==> src/rtl/z_buffer_stream.sv <==
// Streaming depth-test unit: read-compare-conditional-write against a word-addressed
// depth buffer, with clear engine, bypass paths and saturating pass/fail statistics.
module z_buffer_stream #(
   parameter int Z_SIZE    = 16,
   parameter int X_RES     = 640,
   parameter int Y_RES     = 480,
   parameter int X_W       = $clog2(X_RES),
   parameter int Y_W       = $clog2(Y_RES),
   parameter int ADDR_SIZE = 32,
   parameter int CNT_W     = 32
) (
   input  logic                 clk_i,
   input  logic                 rst_i,
   input  logic                 frag_valid_i,
   output logic                 frag_ready_o,
   input  logic [X_W-1:0]       frag_x_i,
   input  logic [Y_W-1:0]       frag_y_i,
   input  logic [Z_SIZE-1:0]    frag_z_i,
   input  logic [2:0]           depth_func_i,
   input  logic                 depth_test_en_i,
   input  logic                 depth_write_en_i,
   input  logic [ADDR_SIZE-1:0] base_addr_i,
   input  logic [Z_SIZE-1:0]    clear_value_i,
   input  logic                 clear_start_i,
   output logic                 clear_busy_o,
   output logic                 clear_done_o,
   output logic                 rd_req_valid_o,
   input  logic                 rd_req_ready_i,
   output logic [ADDR_SIZE-1:0] rd_addr_o,
   input  logic                 rd_resp_valid_i,
   output logic                 rd_resp_ready_o,
   input  logic [Z_SIZE-1:0]    rd_resp_data_i,
   output logic                 wr_valid_o,
   input  logic                 wr_ready_i,
   output logic [ADDR_SIZE-1:0] wr_addr_o,
   output logic [Z_SIZE-1:0]    wr_data_o,
   output logic                 res_valid_o,
   input  logic                 res_ready_i,
   output logic                 res_pass_o,
   output logic [X_W-1:0]       res_x_o,
   output logic [Y_W-1:0]       res_y_o,
   output logic [Z_SIZE-1:0]    res_z_o,
   output logic [CNT_W-1:0]     pass_cnt_o,
   output logic [CNT_W-1:0]     fail_cnt_o,
   input  logic                 stats_clr_i
);

   localparam int unsigned PIX   = X_RES * Y_RES;
   localparam int          CLR_W = $clog2(PIX + 1);
   localparam logic [X_W:0] L_XR = (X_W+1)'(X_RES);
   localparam logic [Y_W:0] L_YR = (Y_W+1)'(Y_RES);

   localparam logic [2:0] F_NEVER  = 3'd0;
   localparam logic [2:0] F_LESS   = 3'd1;
   localparam logic [2:0] F_LEQUAL = 3'd2;
   localparam logic [2:0] F_GREATER= 3'd3;
   localparam logic [2:0] F_GEQUAL = 3'd4;
   localparam logic [2:0] F_EQUAL  = 3'd5;
   localparam logic [2:0] F_ALWAYS = 3'd7;

   typedef enum logic [2:0] {IDLE, RD_REQ, RD_RESP, WRITE, RESULT, CLEAR} state_t;

   state_t                r_state, w_next;
   logic [X_W-1:0]        r_x;
   logic [Y_W-1:0]        r_y;
   logic [Z_SIZE-1:0]     r_z;
   logic [2:0]            r_func;
   logic                  r_wr_en;
   logic [ADDR_SIZE-1:0]  r_addr;
   logic                  r_pass;
   logic                  r_rd_req_valid, r_rd_resp_ready, r_wr_valid, r_res_valid;
   logic                  r_clear_busy, r_clear_done;
   logic [ADDR_SIZE-1:0]  r_wr_addr;
   logic [Z_SIZE-1:0]     r_wr_data;
   logic [CLR_W-1:0]      r_clr_idx;
   logic [CNT_W-1:0]      r_pass_cnt, r_fail_cnt;

   logic                  w_oob, w_cmp, w_bypass_pass, w_clr_last;
   logic                  w_rd_hs, w_resp_hs, w_wr_hs, w_res_hs;
   logic [ADDR_SIZE-1:0]  w_addr;

   assign w_oob      = ({1'b0, frag_x_i} >= L_XR) || ({1'b0, frag_y_i} >= L_YR);
   assign w_addr     = base_addr_i + ADDR_SIZE'(frag_y_i) * ADDR_SIZE'(X_RES) + ADDR_SIZE'(frag_x_i);
   assign w_clr_last = (r_clr_idx == CLR_W'(PIX - 1));
   assign w_rd_hs    = r_rd_req_valid && rd_req_ready_i;
   assign w_resp_hs  = r_rd_resp_ready && rd_resp_valid_i;
   assign w_wr_hs    = r_wr_valid && wr_ready_i;
   assign w_res_hs   = r_res_valid && res_ready_i;

   // Fragment depth is the left operand of every comparison.
   always_comb begin
      w_cmp = 1'b0;
      case (r_func)
         F_NEVER:   w_cmp = 1'b0;
         F_LESS:    w_cmp = r_z <  rd_resp_data_i;
         F_LEQUAL:  w_cmp = r_z <= rd_resp_data_i;
         F_GREATER: w_cmp = r_z >  rd_resp_data_i;
         F_GEQUAL:  w_cmp = r_z >= rd_resp_data_i;
         F_EQUAL:   w_cmp = r_z == rd_resp_data_i;
         F_ALWAYS:  w_cmp = 1'b1;
         default:   w_cmp = r_z != rd_resp_data_i;
      endcase
   end

   always_ff @(posedge clk_i or posedge rst_i) begin
      if (rst_i) r_state <= IDLE;
      else       r_state <= w_next;
   end

   always_comb begin
      w_next        = r_state;
      w_bypass_pass = 1'b0;
      case (r_state)
         IDLE: begin
            if (clear_start_i) begin
               w_next = CLEAR;
            end else if (frag_valid_i) begin
               if (w_oob) begin
                  w_next = RESULT;
               end else if (!depth_test_en_i) begin
                  w_next        = RESULT;
                  w_bypass_pass = 1'b1;
               end else if (depth_func_i == F_NEVER) begin
                  w_next = RESULT;
               end else if (depth_func_i == F_ALWAYS) begin
                  w_bypass_pass = 1'b1;
                  w_next        = depth_write_en_i ? WRITE : RESULT;
               end else begin
                  w_next = RD_REQ;
               end
            end
         end
         RD_REQ:  if (w_rd_hs)   w_next = RD_RESP;
         RD_RESP: if (w_resp_hs) w_next = (w_cmp && r_wr_en) ? WRITE : RESULT;
         WRITE:   if (w_wr_hs)   w_next = RESULT;
         RESULT:  if (w_res_hs)  w_next = IDLE;
         CLEAR:   if (w_wr_hs && w_clr_last) w_next = IDLE;
         default: w_next = IDLE;
      endcase
   end

   // Handshake outputs are flopped from the next state so each is valid the cycle the state is entered.
   always_ff @(posedge clk_i or posedge rst_i) begin
      if (rst_i) begin
         r_x <= '0; r_y <= '0; r_z <= '0; r_func <= '0; r_wr_en <= 1'b0;
         r_addr <= '0; r_pass <= 1'b0;
         r_rd_req_valid <= 1'b0; r_rd_resp_ready <= 1'b0;
         r_wr_valid <= 1'b0; r_res_valid <= 1'b0;
         r_clear_busy <= 1'b0; r_clear_done <= 1'b0;
         r_wr_addr <= '0; r_wr_data <= '0; r_clr_idx <= '0;
         r_pass_cnt <= '0; r_fail_cnt <= '0;
      end else begin
         r_rd_req_valid  <= (w_next == RD_REQ);
         r_rd_resp_ready <= (w_next == RD_RESP);
         r_wr_valid      <= (w_next == WRITE) || (w_next == CLEAR);
         r_res_valid     <= (w_next == RESULT);
         r_clear_busy    <= (w_next == CLEAR);
         r_clear_done    <= (r_state == CLEAR) && w_wr_hs && w_clr_last;
         case (r_state)
            IDLE: begin
               if (clear_start_i) begin
                  r_wr_addr <= base_addr_i;
                  r_wr_data <= clear_value_i;
                  r_clr_idx <= '0;
               end else if (frag_valid_i) begin
                  r_x       <= frag_x_i;
                  r_y       <= frag_y_i;
                  r_z       <= frag_z_i;
                  r_func    <= depth_func_i;
                  r_wr_en   <= depth_write_en_i;
                  r_addr    <= w_addr;
                  r_pass    <= w_bypass_pass;
                  r_wr_addr <= w_addr;
                  r_wr_data <= frag_z_i;
               end
            end
            RD_RESP: if (w_resp_hs) r_pass <= w_cmp;
            CLEAR: begin
               if (w_wr_hs) begin
                  r_wr_addr <= r_wr_addr + ADDR_SIZE'(1);
                  r_clr_idx <= r_clr_idx + CLR_W'(1);
               end
            end
            default: ;
         endcase
         if (stats_clr_i) begin
            r_pass_cnt <= '0;
            r_fail_cnt <= '0;
         end else if (w_res_hs) begin
            if (r_pass) begin
               if (r_pass_cnt != '1) r_pass_cnt <= r_pass_cnt + CNT_W'(1);
            end else begin
               if (r_fail_cnt != '1) r_fail_cnt <= r_fail_cnt + CNT_W'(1);
            end
         end
      end
   end

   assign frag_ready_o    = (r_state == IDLE) && !clear_start_i;
   assign clear_busy_o    = r_clear_busy;
   assign clear_done_o    = r_clear_done;
   assign rd_req_valid_o  = r_rd_req_valid;
   assign rd_addr_o       = r_addr;
   assign rd_resp_ready_o = r_rd_resp_ready;
   assign wr_valid_o      = r_wr_valid;
   assign wr_addr_o       = r_wr_addr;
   assign wr_data_o       = r_wr_data;
   assign res_valid_o     = r_res_valid;
   assign res_pass_o      = r_pass;
   assign res_x_o         = r_x;
   assign res_y_o         = r_y;
   assign res_z_o         = r_z;
   assign pass_cnt_o      = r_pass_cnt;
   assign fail_cnt_o      = r_fail_cnt;

endmodule

==> config.mk <==
export PLATFORM = sky130hd
export DESIGN_NAME = z_buffer_stream
export DESIGN_NICKNAME = d
export VERILOG_FILES = /design/src/rtl/z_buffer_stream.sv
export SDC_FILE = /design/constraint.sdc
export NUM_CORES = 1
export LEC_CHECK = 0
export CAP_MARGIN = 20
export CELL_PAD_IN_SITES_DETAIL_PLACEMENT = 0
export CELL_PAD_IN_SITES_GLOBAL_PLACEMENT = 1
export CORE_MARGIN = 5
export CORE_UTILIZATION = 28
export DETAILED_ROUTE_END_ITERATION = 7
export PLACE_DENSITY = 0.61
export SLEW_MARGIN = 30
export SYNTH_ARGS = -nofsm -noshare
export SYNTH_HDL_FRONTEND = slang
export SYNTH_SLANG_ARGS = --single-unit
==> constraint.sdc <==
create_clock -name clk_i -period 7.1 [get_ports clk_i]
set_input_delay 1.42 -clock clk_i [delete_from_list [all_inputs] [get_ports clk_i]]
set_output_delay 1.42 -clock clk_i [all_outputs]
set_load 0.01 [all_outputs]
==> results.md <==
- DRT Pass-1 Iters: 5
- Synthesized cell area: around 13,000 sq um
- Initial antenna violation count: 3
- TritonCTS clock tree: yes
- Slew @ Worst Pin: 0.9014 ns
- CP bufs+invs: 2
- Synth top area share: 0.4164
- Fmax achieved: about 180 MHz
- # DRC: 0
- GPL Wtd Cong: approximately 0.83
- H-tree depth: 1
- HPWL Detailed: approximately 34,000 um
- Cts bufs inserted: 27
- I/O Buffers: between 200 and 300
- Critical path's largest stage delay: between 0.4 and 0.5 ns
- CP delay by family, top: adder cells
- Final WL: roughly 46,000 um
- Vias after detailed routing: between 10,000 and 15,000
- LEAKAGE: ~7.5 nW
- Via density: slightly below 5
- Top post-synthesis cells by count: nand2_1, dfrtp_1, o21ai_0, nor2_1, a21oi_1
- Vias in the first global route: approximately 12,000
- Max-slew violations: 0
- Share of cells above drive strength 1: 0.05463
- Nature of the critical path endpoint: flop
- Synth Area per Inst: between 8 and 9 sq um
- Reg-to-reg slack, setup: roughly 3.9 ns
- CP Class: primary input to flop
- Initial Util: 0.2819
- Hold Slack: roughly 0.47 ns
- Hold-fix buffers, CTS: 0
- Synthesized net count: roughly 1,600
- Setup Skew: about 0.019 ns
- DRT antenna net count: 0
- Clock Tree Buf Depth: 3
- Maximum vdd drop: between 0.15 and 0.2 mV
- Cell count after synthesis: 1,441
- Root buffer cell: clkbuf_16
- Synthesis warning total: 0
- Worst hold-check path type: flop to flop
- Max Used Layer: met4
- First-pass GRT wire length: around 70,000 um
- EDFF count, synth: 0
- Top post-synthesis cells by area: dfrtp_1, nand2_1, ha_1, o21ai_0, xor2_1
- IO Count: 300
- Worst EP required: about 7.6 ns
- Area of the core: 45,190 sq um
- CP Cell Sequence: clkdlybuf4s50_1 > ha_1 > ha_1 > fa_1 > a21oi_1 > nor2_1 > nor2_1 > o21bai_1 > a21oi_1 > nor2b_1 > o21a_1 > ha_1 > ha_1 > nand3_1 > or3_1 > o31ai_1 > buf_4 > nand4b_1 > xor2_1 > a221oi_1
- Reg-to-Reg Start: r_state[0]$_DFF_PP0_
- Height of the die: 223.3 um
- Largest net degree at the start of global routing: 130
- Post-synthesis register bit count: between 200 and 250
- Critical path arrival: a little over 6 ns
- Full die area: around 50,000 sq um
- Final net count: approximately 1,900
- Area delta synth->final: 35.54%
- Count leader, synth: nand2_1
- Tcrit/Tclk final: 0.7895
- Final setup TNS: 0 ns
- GRT Residual Overflow: 0
- Slowest CP cell: clkdlybuf4s50_1
- R2R Path End: wr_addr_o[18]$_DFFE_PP0P_
- Synth Flop Type: dfrtp_1
- Critical path startpoint category: primary input
- Clk Latency, worst-skew pair: about 0.55 ns
- WHS Endpoint: res_y_o[1]$_DFFE_PP0P_
- Hold path depth: 2
- Tot Pwr: about 5.8 mW
- CTS sink cnt: approximately 210
- Max_cap viols: 0
- Area leader, netlist: dfrtp_1
- Seq/Total Area, Yosys: 0.4164
- Final hold violation count: 0
- Largest fanout on the critical path: 11
- Initial DRC Count: roughly 580
- Hold_sp: res_y_o[1]$_DFFE_PP0P_
- Pwr per Cell Area: roughly 330 nW/um^2
- Final Setup Violations: 0
- Tmin final: roughly 5.6 ns
- Status: finished, final reports clean
- Slew HR: 0.3976
- RSZ-0062 raised after global routing: false
- Most frequent CP cell: ha_1
- Gr usage total: 0.1755
- Detail Route met2 WL: 21,640 um
- Synth cell types: just over 80
- Post-cts resize count: 0
- Met1 WL: 20,380 um
- Clock transition at path regs: 0.07 ns
- Synth async-reset ratio: 1.000
- Post-CTS Setup Bufs: 0
- Site Rows: 78
- R2R depth: 7
- Met3 WL: around 2500 um
- Wirelength per Cell: 19.51 um
- Chip width: approximately 220 um
layout make-up:
class	instances	area (sq um)
Timing Repair Buffer	316	3133
Sequential cell	212	5305
Clock buffer	38	797.0
Antenna cell	3	7.507
Clock inverter	10	77.57
Fill cell	4600	27920
Multi-Input combinational cell	1121	7036
Tap cell	600	750.7
Inverter	42	161.4
metal layers:
metal	track usage	vias to the layer above
li1	-	5654
met1	0.2337	5643
met2	0.2905	270
met3	0.04039	62
met4	0.04190	0
met5	0	-
report_power, final:
group          internal, mW  switching [mW]  leakage [nW]
clock network         0.811           0.559         0.439
logic                  1.15            1.30          4.29
registers              1.57           0.369          2.74
kinds of logic (layout without fill, tap and decap cells):
logic type | Yosys count | count (layout) | synth area share
compound gates | 297 | 297 | 0.1447
xor+xnor | 94 | 94 | 0.06462
fa+ha+maj | 74 | 74 | 0.07562
buf+inv | 108 | 406 | 0.03408
flops | 212 | 212 | 0.4164
mux | 34 | 34 | 0.02711
other cells | 0 | 3 | 0
simple gates | 622 | 622 | 0.2375
how the worst max path moves through the flow:
stage / to / startpoint / cells past startpoint
6_report: wr_addr_o[24]$_DFFE_PP0P_ / frag_y_i[1] / 20
5_1_grt: wr_addr_o[24]$_DFFE_PP0P_ / frag_y_i[1] / 20
4_1_cts: wr_addr_o[24]$_DFFE_PP0P_ / frag_y_i[1] / 20
3_5_place_dp: wr_addr_o[24]$_DFFE_PP0P_ / frag_y_i[1] / 20
3_3_place_gp: wr_addr_o[24]$_DFFE_PP0P_ / frag_y_i[0] / 20
2_1_floorplan: wr_addr_o[26]$_DFFE_PP0P_ / frag_y_i[1] / 20
flip-flops by register name (all words and copies together), names as in the netlist:
signal and flops:
rd_addr_o 32, res_x_o 10, r_state 3, r_wr_en 1
rd_req_valid_o 1, fail_cnt_o 32, wr_valid_o 1, rd_resp_ready_o 1
clear_done_o 1, pass_cnt_o 32, wr_addr_o 32, res_y_o 9
res_valid_o 1, res_z_o 16, clear_busy_o 1, r_func 3
res_pass_o 1, wr_data_o 16, r_clr_idx 19
worst register-to-register path, stage by stage, from the launching register on:
cell      delay (ns)
dfrtp_1         0.60
and3b_1         0.24
buf_4           0.35
nand2_1         0.44
nand2_1         0.73
o21ai_0         0.22
a221oi_1        0.37
nand3_1         0.11
per-stage QoR:
step	setup WS, ns	cells	utilization	cell area, sq um
after floorplan	1.733	1441	-	12740
after global placement	0.9618	2289	0.3621	16360
after detailed placement	0.9526	2290	0.3625	16380
after CTS	1.547	2338	0.3819	17260
after global routing	1.137	2341	0.3821	17270
final	1.495	2342	0.3822	17270
placed cells by master, fill, tap and decap left out, types with 8 or more instances in the layout:
| cell type | netlist | routed |
|---|---|---|
| buf_4 | 1 | 14 |
| a21o_1 | 18 | 18 |
| nand4_1 | 37 | 37 |
| xor2_1 | 57 | 57 |
| nand2_1 | 262 | 261 |
| ha_1 | 69 | 69 |
| nor2_1 | 114 | 113 |
| and2_1 | 13 | 13 |
| clkinv_2 | 0 | 8 |
| and3_1 | 22 | 22 |
| inv_1 | 42 | 41 |
| clkbuf_8 | 0 | 8 |
| mux2i_1 | 30 | 30 |
| a21oi_1 | 73 | 73 |
| clkdlybuf4s50_1 | 0 | 297 |
| dfrtp_1 | 212 | 212 |
| clkbuf_16 | 0 | 27 |
| nor3_1 | 24 | 24 |
| and4_1 | 11 | 11 |
| or3_1 | 29 | 29 |
| nand3_1 | 59 | 59 |
| xnor2_1 | 37 | 37 |
| o21ai_0 | 115 | 115 |
| a211oi_1 | 8 | 8 |
(Power assumes the default switching activity.)
